--- config.mk ---
export PLATFORM = sky130hd
export DESIGN_NAME = unidade_controle_jogo
export DESIGN_NICKNAME = d
export VERILOG_FILES = /design/src/rtl/jogo_pkg.sv /design/src/rtl/contador_timeout.sv /design/src/rtl/unidade_controle_jogo.sv
export SDC_FILE = /design/constraint.sdc
export NUM_CORES = 1
export LEC_CHECK = 0
export BUFFER_PORTS_ARGS = -buffer_cell sky130_fd_sc_hd__buf_2
export CORE_AREA = 3 3 40 42
export DETAILED_ROUTE_END_ITERATION = 8
export DIE_AREA = 0 0 43 45
export GPL_ROUTABILITY_DRIVEN = 0
export GPL_TIMING_DRIVEN = 0
export PLACE_DENSITY = 0.55
export SLEW_MARGIN = 10
export SYNTH_ARGS = -nofsm -noshare
export SYNTH_HDL_FRONTEND = slang
export SYNTH_HIERARCHICAL = 1
export SYNTH_SLANG_ARGS = --single-unit
--- constraint.sdc ---
create_clock -name clock -period 1.8 [get_ports clock]
set_input_delay 0.27 -clock clock [delete_from_list [all_inputs] [get_ports clock]]
set_output_delay 0.27 -clock clock [all_outputs]
set_load 0.05 [all_outputs]
--- src/rtl/jogo_pkg.sv ---
// rtl/jogo_pkg.sv - shared state encodings and idle-timeout sizing for the game control unit
package jogo_pkg;

  typedef enum logic [3:0] {
    INICIAL        = 4'd0,
    PREPARA        = 4'd1,
    ESPERA_MACRO   = 4'd2,
    REG_MACRO      = 4'd3,
    ESPERA_MICRO   = 4'd4,
    REG_MICRO      = 4'd5,
    LE_ESTADO      = 4'd6,
    VERIFICA       = 4'd7,
    TROCA          = 4'd8,
    ATUALIZA_MACRO = 4'd9,
    FIM            = 4'd10
  } estado_t;

  localparam int TIMEOUT_CYCLES_DEFAULT = 50_000_000;

  // Keeps a one-cycle timeout from collapsing the counter to zero bits.
  function automatic int cnt_width(input int cycles);
    return (cycles > 1) ? $clog2(cycles) : 1;
  endfunction

  localparam int TIMEOUT_WIDTH_DEFAULT = cnt_width(TIMEOUT_CYCLES_DEFAULT);

endpackage

--- src/rtl/contador_timeout.sv ---
// rtl/contador_timeout.sv - idle-cycle counter pulsing fim on its terminal count
module contador_timeout #(
  parameter int CYCLES = 8,
  parameter int WIDTH  = 3
) (
  input  logic clock,
  input  logic reset,
  input  logic clear,
  input  logic enable,
  output logic fim
);

  localparam logic [WIDTH-1:0] LAST = WIDTH'(CYCLES - 1);

  logic [WIDTH-1:0] count;

  always_ff @(posedge clock) begin
    if (reset || clear) begin
      count <= '0;
    end else if (enable) begin
      count <= (count == LAST) ? '0 : count + WIDTH'(1);
    end
  end

  assign fim = enable && !clear && (count == LAST);

endmodule

--- src/rtl/unidade_controle_jogo.sv ---
// rtl/unidade_controle_jogo.sv - Moore FSM sequencing the ultimate tic-tac-toe datapath
// Optional idle-player forfeit built only when JOGADA_TIMEOUT_EN is defined.
module unidade_controle_jogo
  import jogo_pkg::*;
#(
  parameter int TIMEOUT_CYCLES = TIMEOUT_CYCLES_DEFAULT
) (
  input  logic       clock,
  input  logic       reset,
  input  logic       iniciar,
  input  logic       tem_jogada,
  input  logic       escolhe_macro,
  input  logic       fim_jogo,
  output logic       zeraEdge,
  output logic       zeraR_micro,
  output logic       zeraR_macro,
  output logic       zeraFlipFlopT,
  output logic       registraR_macro,
  output logic       registraR_micro,
  output logic       sinal_macro,
  output logic       troca_jogador,
  output logic       pronto,
  output logic       timeout,
  output logic [3:0] db_estado
);

  estado_t estado, proximo;
  logic    expira;

`ifdef JOGADA_TIMEOUT_EN
  logic em_espera;
  logic timeout_q;

  assign em_espera = (estado == ESPERA_MACRO) || (estado == ESPERA_MICRO);

  contador_timeout #(
    .CYCLES (TIMEOUT_CYCLES),
    .WIDTH  (cnt_width(TIMEOUT_CYCLES))
  ) u_contador (
    .clock  (clock),
    .reset  (reset),
    .clear  (!em_espera || tem_jogada),
    .enable (em_espera),
    .fim    (expira)
  );

  // Flag is sticky through FIM so the top level can report why the game ended.
  always_ff @(posedge clock) begin
    if (reset || proximo == PREPARA) begin
      timeout_q <= 1'b0;
    end else if (proximo == FIM && expira) begin
      timeout_q <= 1'b1;
    end
  end

  assign timeout = timeout_q;
`else
  logic unused_cfg;

  assign unused_cfg = (TIMEOUT_CYCLES > 0);
  assign expira     = 1'b0;
  assign timeout    = 1'b0;
`endif

  always_ff @(posedge clock) begin
    if (reset) begin
      estado <= INICIAL;
    end else begin
      estado <= proximo;
    end
  end

  always_comb begin
    proximo = INICIAL;
    case (estado)
      INICIAL:        proximo = iniciar ? PREPARA : INICIAL;
      PREPARA:        proximo = ESPERA_MACRO;
      ESPERA_MACRO: begin
        if (tem_jogada)  proximo = REG_MACRO;
        else if (expira) proximo = FIM;
        else             proximo = ESPERA_MACRO;
      end
      REG_MACRO:      proximo = ESPERA_MICRO;
      ESPERA_MICRO: begin
        if (tem_jogada)  proximo = REG_MICRO;
        else if (expira) proximo = FIM;
        else             proximo = ESPERA_MICRO;
      end
      REG_MICRO:      proximo = LE_ESTADO;
      LE_ESTADO:      proximo = VERIFICA;
      VERIFICA:       proximo = fim_jogo ? FIM : TROCA;
      TROCA:          proximo = escolhe_macro ? ESPERA_MACRO : ATUALIZA_MACRO;
      ATUALIZA_MACRO: proximo = ESPERA_MICRO;
      FIM:            proximo = iniciar ? PREPARA : FIM;
      default:        proximo = INICIAL;
    endcase
  end

  always_comb begin
    zeraEdge        = 1'b0;
    zeraR_micro     = 1'b0;
    zeraR_macro     = 1'b0;
    zeraFlipFlopT   = 1'b0;
    registraR_macro = 1'b0;
    registraR_micro = 1'b0;
    sinal_macro     = 1'b0;
    troca_jogador   = 1'b0;
    pronto          = 1'b0;
    case (estado)
      PREPARA: begin
        zeraEdge      = 1'b1;
        zeraR_micro   = 1'b1;
        zeraR_macro   = 1'b1;
        zeraFlipFlopT = 1'b1;
      end
      ESPERA_MACRO: sinal_macro = 1'b1;
      REG_MACRO: begin
        sinal_macro     = 1'b1;
        registraR_macro = 1'b1;
      end
      REG_MICRO:      registraR_micro = 1'b1;
      TROCA:          troca_jogador   = 1'b1;
      // Macro cell is redirected to the micro cell just played.
      ATUALIZA_MACRO: registraR_macro = 1'b1;
      FIM:            pronto          = 1'b1;
      default: ;
    endcase
  end

  assign db_estado = estado;

endmodule
After elaboration in Yosys (flattened, before gate mapping)
Cells that the tools add are included.
Storage, ports and cells
  bits in registers: 4
  latch bits: 0
  bits in writable memories: 0
  ROM bits: 0
  input port bits: 6
  output and inout port bits: 14
  logic and storage cells: 27
  memories: 0
Cells by class
  add/sub/neg operators: 0
  multiply operators: 0
  divide/modulo/power cells: 0
  magnitude comparators: 0
  equal/unequal tests: 10
  shifts and indexed selects: 0
  multiplexer cells: 13
  bitwise operators: 0
  reductions and logical operators: 3
Operators by type and width (number)
  4-bit one-hot mux with 10 select lines: 1
  4-bit by 3-bit == test with 1-bit output, second input constant: 4
  4-bit == test, second input constant: 3
  1-bit two-way mux: 9
  4-bit by 2-bit == test with 1-bit output, second input constant: 2
  4-bit two-way mux: 2
  4-bit by 1-bit == test with 1-bit output, second input constant: 1
  4-bit logical NOT: 1
  2-bit OR reduction: 2
  2-bit two-way mux: 1

Longest topological paths before layout
Gate-level depths: netlist (run 1).
  depth after elaboration: 3
  mapped depth: 4
  mapped depth without buffers: 3

Least setup slack after synthesis (run 1)
Ideal clock, no wire load.
  kind: register to output
  from: register estado[0], in the netlist db_estado[0]
  to: output zeraFlipFlopT
  data arrival time: 2.591 ns
  setup slack: -1.061 ns
  stages on the path, launching flop included: 5
  path buffers: 2
  cell sequence: dfxtp_1 buf_4 nand2b_1 nor3_1 buf_4
Between the ends
  word-level cells in the longest chain between the ends: 2
RTL lines
  start: declaration: RTL line unidade_controle_jogo.sv:27  | estado_t estado, proximo;
  start signal: assignment: RTL line unidade_controle_jogo.sv:69  | estado <= proximo;
  4-bit by 1-bit == test with 1-bit output
  1-bit two-way mux
  end: declaration: RTL line unidade_controle_jogo.sv:17  | output logic zeraFlipFlopT,
No other way between the ends.

Worst setup path in the final report (run 1)
  from: register estado[1], in the netlist db_estado[1]
  to: output zeraEdge
Between the ends
  word-level cells in the longest chain between the ends: 2
RTL lines
  4-bit by 1-bit == test with 1-bit output: RTL line unidade_controle_jogo.sv:109  | case (estado)
  1-bit two-way mux: RTL line unidade_controle_jogo.sv:109
  end: declaration: RTL line unidade_controle_jogo.sv:14  | output logic zeraEdge,
No other way between the ends.

==> results.ini, run 1 <==
[run_status]
status = finished clean

[logic_synthesis]
synthTopCellsByArea = dfxtp_1 19%, buf_4 11%, nor2_1 4.5%
synthArstFlopShare_pct = 0
syn_area_per_cell_um2 = 7.67
ys_ff_latch = 4
yosys-top-cells-count = 6 x buf_4, 5 x nor2_1, 4 x dfxtp_1, 4 x nand2_1
synth_top_area_cell = dfxtp_1
synth-edff-count = 0
synth.top_cell.area_share_pct = 19.3
synth.most_common_cell = buf_4
synth_nets = 60
synth_ff_type = dfxtp_1
ys_seq_area_share_pct = 19.3
netlist_area_um2 = 414
syn_inst = 54
synth_warnings = 6
synth.distinct_cells = 30

[cts]
cts_root_buf = clkbuf_4
postCtsHoldBufs = 0
clk_path_buf_depth = 2
clock_sinks = 4
h-tree-depth = 1
tritoncts = built
cts_made_buffers = 3
clock_latency_ns = 0.23
post_cts_buffers = 0
clkTransAtPathRegs_ns = 0.04

[route]
drc_errors = 0
vias = 433
drt_iter0_drc = 1
vias_per_cell = 4.76
firstDrtPassIters = 2
postRouteAntennaNets = 0
wl_um = 1010
post_drt_wl_per_cell_um = 11.1

[sta]
hold_viol = 0
period_share_pct = 96.5
setup_viol = 0
setup_ws_ns = 0.0639
rsz0062_at_grt = yes
maxSlewViolCount = 0
finClkSkew_ns = 0.00173
finalCriticalPeriod_ns = 1.74
timing.fmax_mhz = 576

[critical_path]
worstPathArrival_ns = 1.47
critPathCaptureType = output pin
crit_path_start_kind = flip-flop
cp_max_fo = 10
crit_type = flip-flop to output pin
required_ns = 1.53

[run]
maxCapViolCount = 0

[global_route]
first_global_vias = 361
grt_max_degree = 11
antenna_found_initial = 0
grt_pass1_wl_um = 1570
grt_overflow = 0
grt_usage_pct = 10.7

[finish]
num-nets-final = 83
drive_gt1_share_pct = 53.9
antenna_cells = 0
design_area_um2 = 627
area_delta_synth_final_pct = 51.4
largest_reg_flops = 4

[placement]
dp_worst_setup_slack_ns = 0.253
dpl-instance-area_um2 = 589
numPortBuffers = 18
dpl.hpwl_um = 739

[hold_path]
hold_class = input port to flip-flop

[die]
ioPinCount = 20
die_w_um = 43
die_area_um2 = 1940
core_um2 = 1280
initial_core_util_pct = 32.2
rows = 13
die_h_um = 45

[power]
leakagePower_nw = 0.298
vdd_ir_drop_max_v = 0.000425
powerDensity_nw_per_um2 = 988
finalPower_mw = 0.619

placed cells by master, fill, tap and decap left out, types with 2 or more instances in the layout:
master    instances
buf_6             6
nor2_1            4
a21oi_1           2
nor2b_1           2
dfxtp_4           3
o21ai_0           3
nor3b_4           2
buf_4             6
a21o_1            2
clkbuf_4          3
nand2_1           4
buf_2            15
cells by family (layout without fill, tap and decap cells):
kind of cell	Yosys count	count (layout)	synth area share [%]
buffers and inverters	10	32	16.9
AO/OA/AOI/OAI	14	14	26.0
other	1	1	0.905
AND/OR/NAND/NOR	24	24	34.7
flip-flops	4	4	19.3
XOR/XNOR	1	1	2.12
through the flow:
stage	util (%)	hold WS [ns]	instances	setup TNS [ns]
after floorplan	-	0.329	54	0
after global placement	45.9	0.508	87	0
after detailed placement	45.9	0.495	87	0
after CTS	48.5	0.245	91	0
after global routing	48.8	0.255	91	-0.00406
final	48.8	0.253	91	0
power breakdown:
| part | internal, mW | leakage, nW | switching [mW] |
|---|---|---|---|
| sequential | 0.105 | 0.0348 | 0.0137 |
| clock | 0.0834 | 0.0150 | 0.0405 |
| combinational | 0.141 | 0.249 | 0.236 |
| total | 0.329 | 0.298 | 0.290 |
final cells by class:
| type | count | area [um^2] |
|---|---|---|
| plain buffers | 9 | 86.3 |
| clock buffers | 4 | 26.3 |
| fillers | 134 | 658 |
| inverters | 1 | 3.75 |
| multi-input cells | 40 | 299 |
| flip-flops and latches | 4 | 91.3 |
| well taps | 15 | 18.8 |
| repair buffers | 18 | 101 |
final timing paths:
kind | depth (start not counted) | start | slack (ns) | to
worst max-delay path | 4 | db_estado[1] | 0.06 | zeraEdge
worst min-delay path | 2 | reset | 0.25 | db_estado[2]
worst max register to register | 4 | db_estado[3] | 0.68 | db_estado[2]
worst min register to register | 3 | db_estado[0] | 0.58 | db_estado[3]
layer usage:
layer / wire (um) / up-vias / global-route usage (%)
met5: 0 / - / 0
met2: 444 / 12 / 15.3
met1: 514 / 196 / 15.7
met3: 55 / 0 / 2.39
li1: - / 225 / -
met4: 0 / 0 / 3.61
worst max-delay path, cell delays in order (launching register included):
cell and delay, ns:
dfxtp_4 0.33, buf_6 0.13, buf_4 0.17, nor3_4 0.28, buf_2 0.32
what timing repair did:
action,in CTS,in global routing
resized for setup,3,1
endpoints found under the setup margin,3,2
hold endpoints to repair,0,0
(Power assumes the default switching activity.)
==> run 2: changes to the inputs <==
Settings changed: BUFFER_PORTS_ARGS -buffer_cell sky130_fd_sc_hd__buf_2 to unset, DONT_BUFFER_PORTS set to 1, PLACE_DENSITY 0.55 to 0.42.
==> results.ini, run 2 (synthesis gave the netlist of run 1 again) <==
[run_status]
status = complete, but fails checks
violations = setup timing

[power]
combPwrFrac_pct = 53.0  ; -7.8 points
power.share.clock_pct = 21.4  ; +1.4 points
vdd_ir_drop_max_v = 0.000514  ; +21%
seqPwrFrac_pct = 25.6  ; +6.4 points
p_int_mw = 0.331  ; +0.63%
powerDensity_nw_per_um2 = 1040  ; +5.0%
sw_frac_of_total_pct = 47.8  ; +0.95 points
p_sw_mw = 0.303  ; +4.5%
leakagePower_nw = 0.251  ; -16%

[die]
die_h_um = 45  ; unchanged
rows = 13  ; unchanged
initial_core_util_pct = 32.2  ; unchanged
die_area_um2 = 1940  ; unchanged
ioPinCount = 20  ; unchanged
die_w_um = 43  ; unchanged
core_um2 = 1280  ; unchanged

[hold_path]
hold_class = input port to flip-flop
holdPathStages = 1  ; -1

[finish]
final_common_cell = buf_4
layout_common_cells = 8 x buf_4, 7 x buf_6, 4 x nand2_1, 4 x dfxtp_4
num-nets-final = 72  ; -13%
utilization_pct = 47.6  ; -1.2 points
stdcell_count = 80  ; -12%
multiInputGateArea_um2 = 314  ; +5.0%
antenna_cells = 0  ; unchanged
drive_gt1_share_pct = 50.8  ; -3.2 points
largest_reg_flops = 4  ; unchanged
final.fill_count = 134  ; unchanged
area_delta_synth_final_pct = 47.7
register_area_um2 = 95.1  ; +4.1%

[cts]
tritoncts = built
clk_path_buf_depth = 2  ; unchanged
clkTransAtPathRegs_ns = 0.05  ; about the same
cts_made_buffers = 3  ; unchanged
cts_root_buf = clkbuf_4
clock_latency_ns = 0.24  ; about the same
postCtsHoldBufs = 0  ; unchanged
h-tree-depth = 1  ; unchanged
clock_sinks = 4  ; unchanged

[route]
firstDrtPassIters = 4  ; +2
vias_per_cell = 5.25  ; +10%
post_drt_wl_per_cell_um = 13.8  ; +24%
drc_errors = 0  ; unchanged
vias = 420  ; -3.0%
postRouteAntennaNets = 0  ; unchanged
wl_um = 1110  ; +9.2%
drt_iter0_drc = 6  ; +5

[placement]
dp_worst_setup_slack_ns = -0.0939  ; -0.347 ns
dpl.hpwl_um = 792  ; +7.2%
dp_cells = 69  ; -21%
numPortBuffers = 0  ; -18

[sta]
relSlewSlack_pct = 54.4
finalCriticalPeriod_ns = 1.99  ; +0.249 ns
finClkSkew_ns = 0.000937  ; -0.000792 ns
rsz0062_at_grt = yes
maxSlewViolCount = 0  ; unchanged
setup_viol = 5  ; +5
timing.fmax_mhz = 504  ; -13%
worstMarginPinSlew_ns = 0.681
setup_ws_ns = -0.185  ; -0.249 ns
hold_viol = 0  ; unchanged
period_share_pct = 110  ; +14 points

[global_route]
first_global_vias = 404  ; +12%
antenna_found_initial = 0  ; unchanged
grt_overflow = 0  ; unchanged
grt_pass1_wl_um = 1850  ; +18%
grt_usage_pct = 13.3  ; +2.6 points
grt_max_degree = 18  ; +7

[critical_path]
path_delay_family = simple AND/OR/NAND/NOR gates
crit_type = flip-flop to output pin
cp_max_fo = 6  ; -4
crit_chain = buf_8 -> nand2b_4 -> nor3_4 -> buf_6
critPathCaptureType = output pin
reg2regPathDepth = 8  ; +4
worst-path-buf-inv = 2  ; -1
slowest_delay_ns = 0.53  ; +0.20 ns
worstPathArrival_ns = 1.72  ; +0.25 ns
crit_path_start_kind = flip-flop
worst_path_max_delay_cell = nor3_4
required_ns = 1.53  ; about the same
cp.depth = 4  ; unchanged

[run]
maxCapViolCount = 0  ; unchanged

## run 2: changes by cell type in the layout (fill, tap and decap cells not counted), sizes merged
| cell | before | now |
|---|---|---|
| buf | 27 | 16 |
## run 2: power by group through the flow
stage          clock, mW  combinational, mW  sequential, mW
2_1_floorplan          0              0.264           0.160
3_3_place_gp           0              0.283           0.163
3_5_place_dp           0              0.287           0.164
4_1_cts            0.144              0.325           0.163
5_1_grt            0.152              0.360           0.165
6_report           0.136              0.336           0.163
## run 2: worst paths after layout
check	start	endpoint	slack, ns
setup / recovery	db_estado[2]	zeraR_macro	-0.19
hold / removal	reset	db_estado[3]	0.08
setup reg to reg	db_estado[2]	db_estado[0]	0.23
hold reg to reg	db_estado[2]	db_estado[1]	0.75
## run 2: routing by layer
metal	global-route usage (%)	up-vias	wire, um
met5	0	-	0
met4	7.23	0	14
met3	5.98	2	119
met2	20.1	18	513
met1	15.8	196	459
li1	-	204	-
## run 2: worst register-to-register path, stage by stage (launching register included)
cell	delay, ns
dfxtp_4	0.41
buf_8	0.14
buf_4	0.12
buf_6	0.12
buf_6	0.11
buf_4	0.15
nor3_1	0.14
a21oi_1	0.06
o2111a_1	0.22
## run 2: area by class of cell
cell class	instances	share of cell area, %
plain buffers	8	14.1
well taps	15	3.07
multi-input cells	40	51.3
inverters	1	0.613
clock buffers	4	4.29
repair buffers	8	11.0
flip-flops and latches	4	15.5
## run 2: repair_timing
item | in CTS | in global routing
resized for setup | 8 | 3
endpoints found under the setup margin | 9 | 8
setup buffers | 6 | 2
pin swaps | 2 | 2
## run 2: through the flow
step           setup TNS (ns)  hold slack [ns]  total power, mW  area [um^2]
5_1_grt                 -1.14           0.0651            0.676          612
4_1_cts                -0.655           0.0646            0.631          587
6_report               -0.752           0.0769            0.635          612
2_1_floorplan               0            0.329            0.424          480
3_5_place_dp           -0.503            0.335            0.451          499
3_3_place_gp           -0.432            0.333            0.447          499
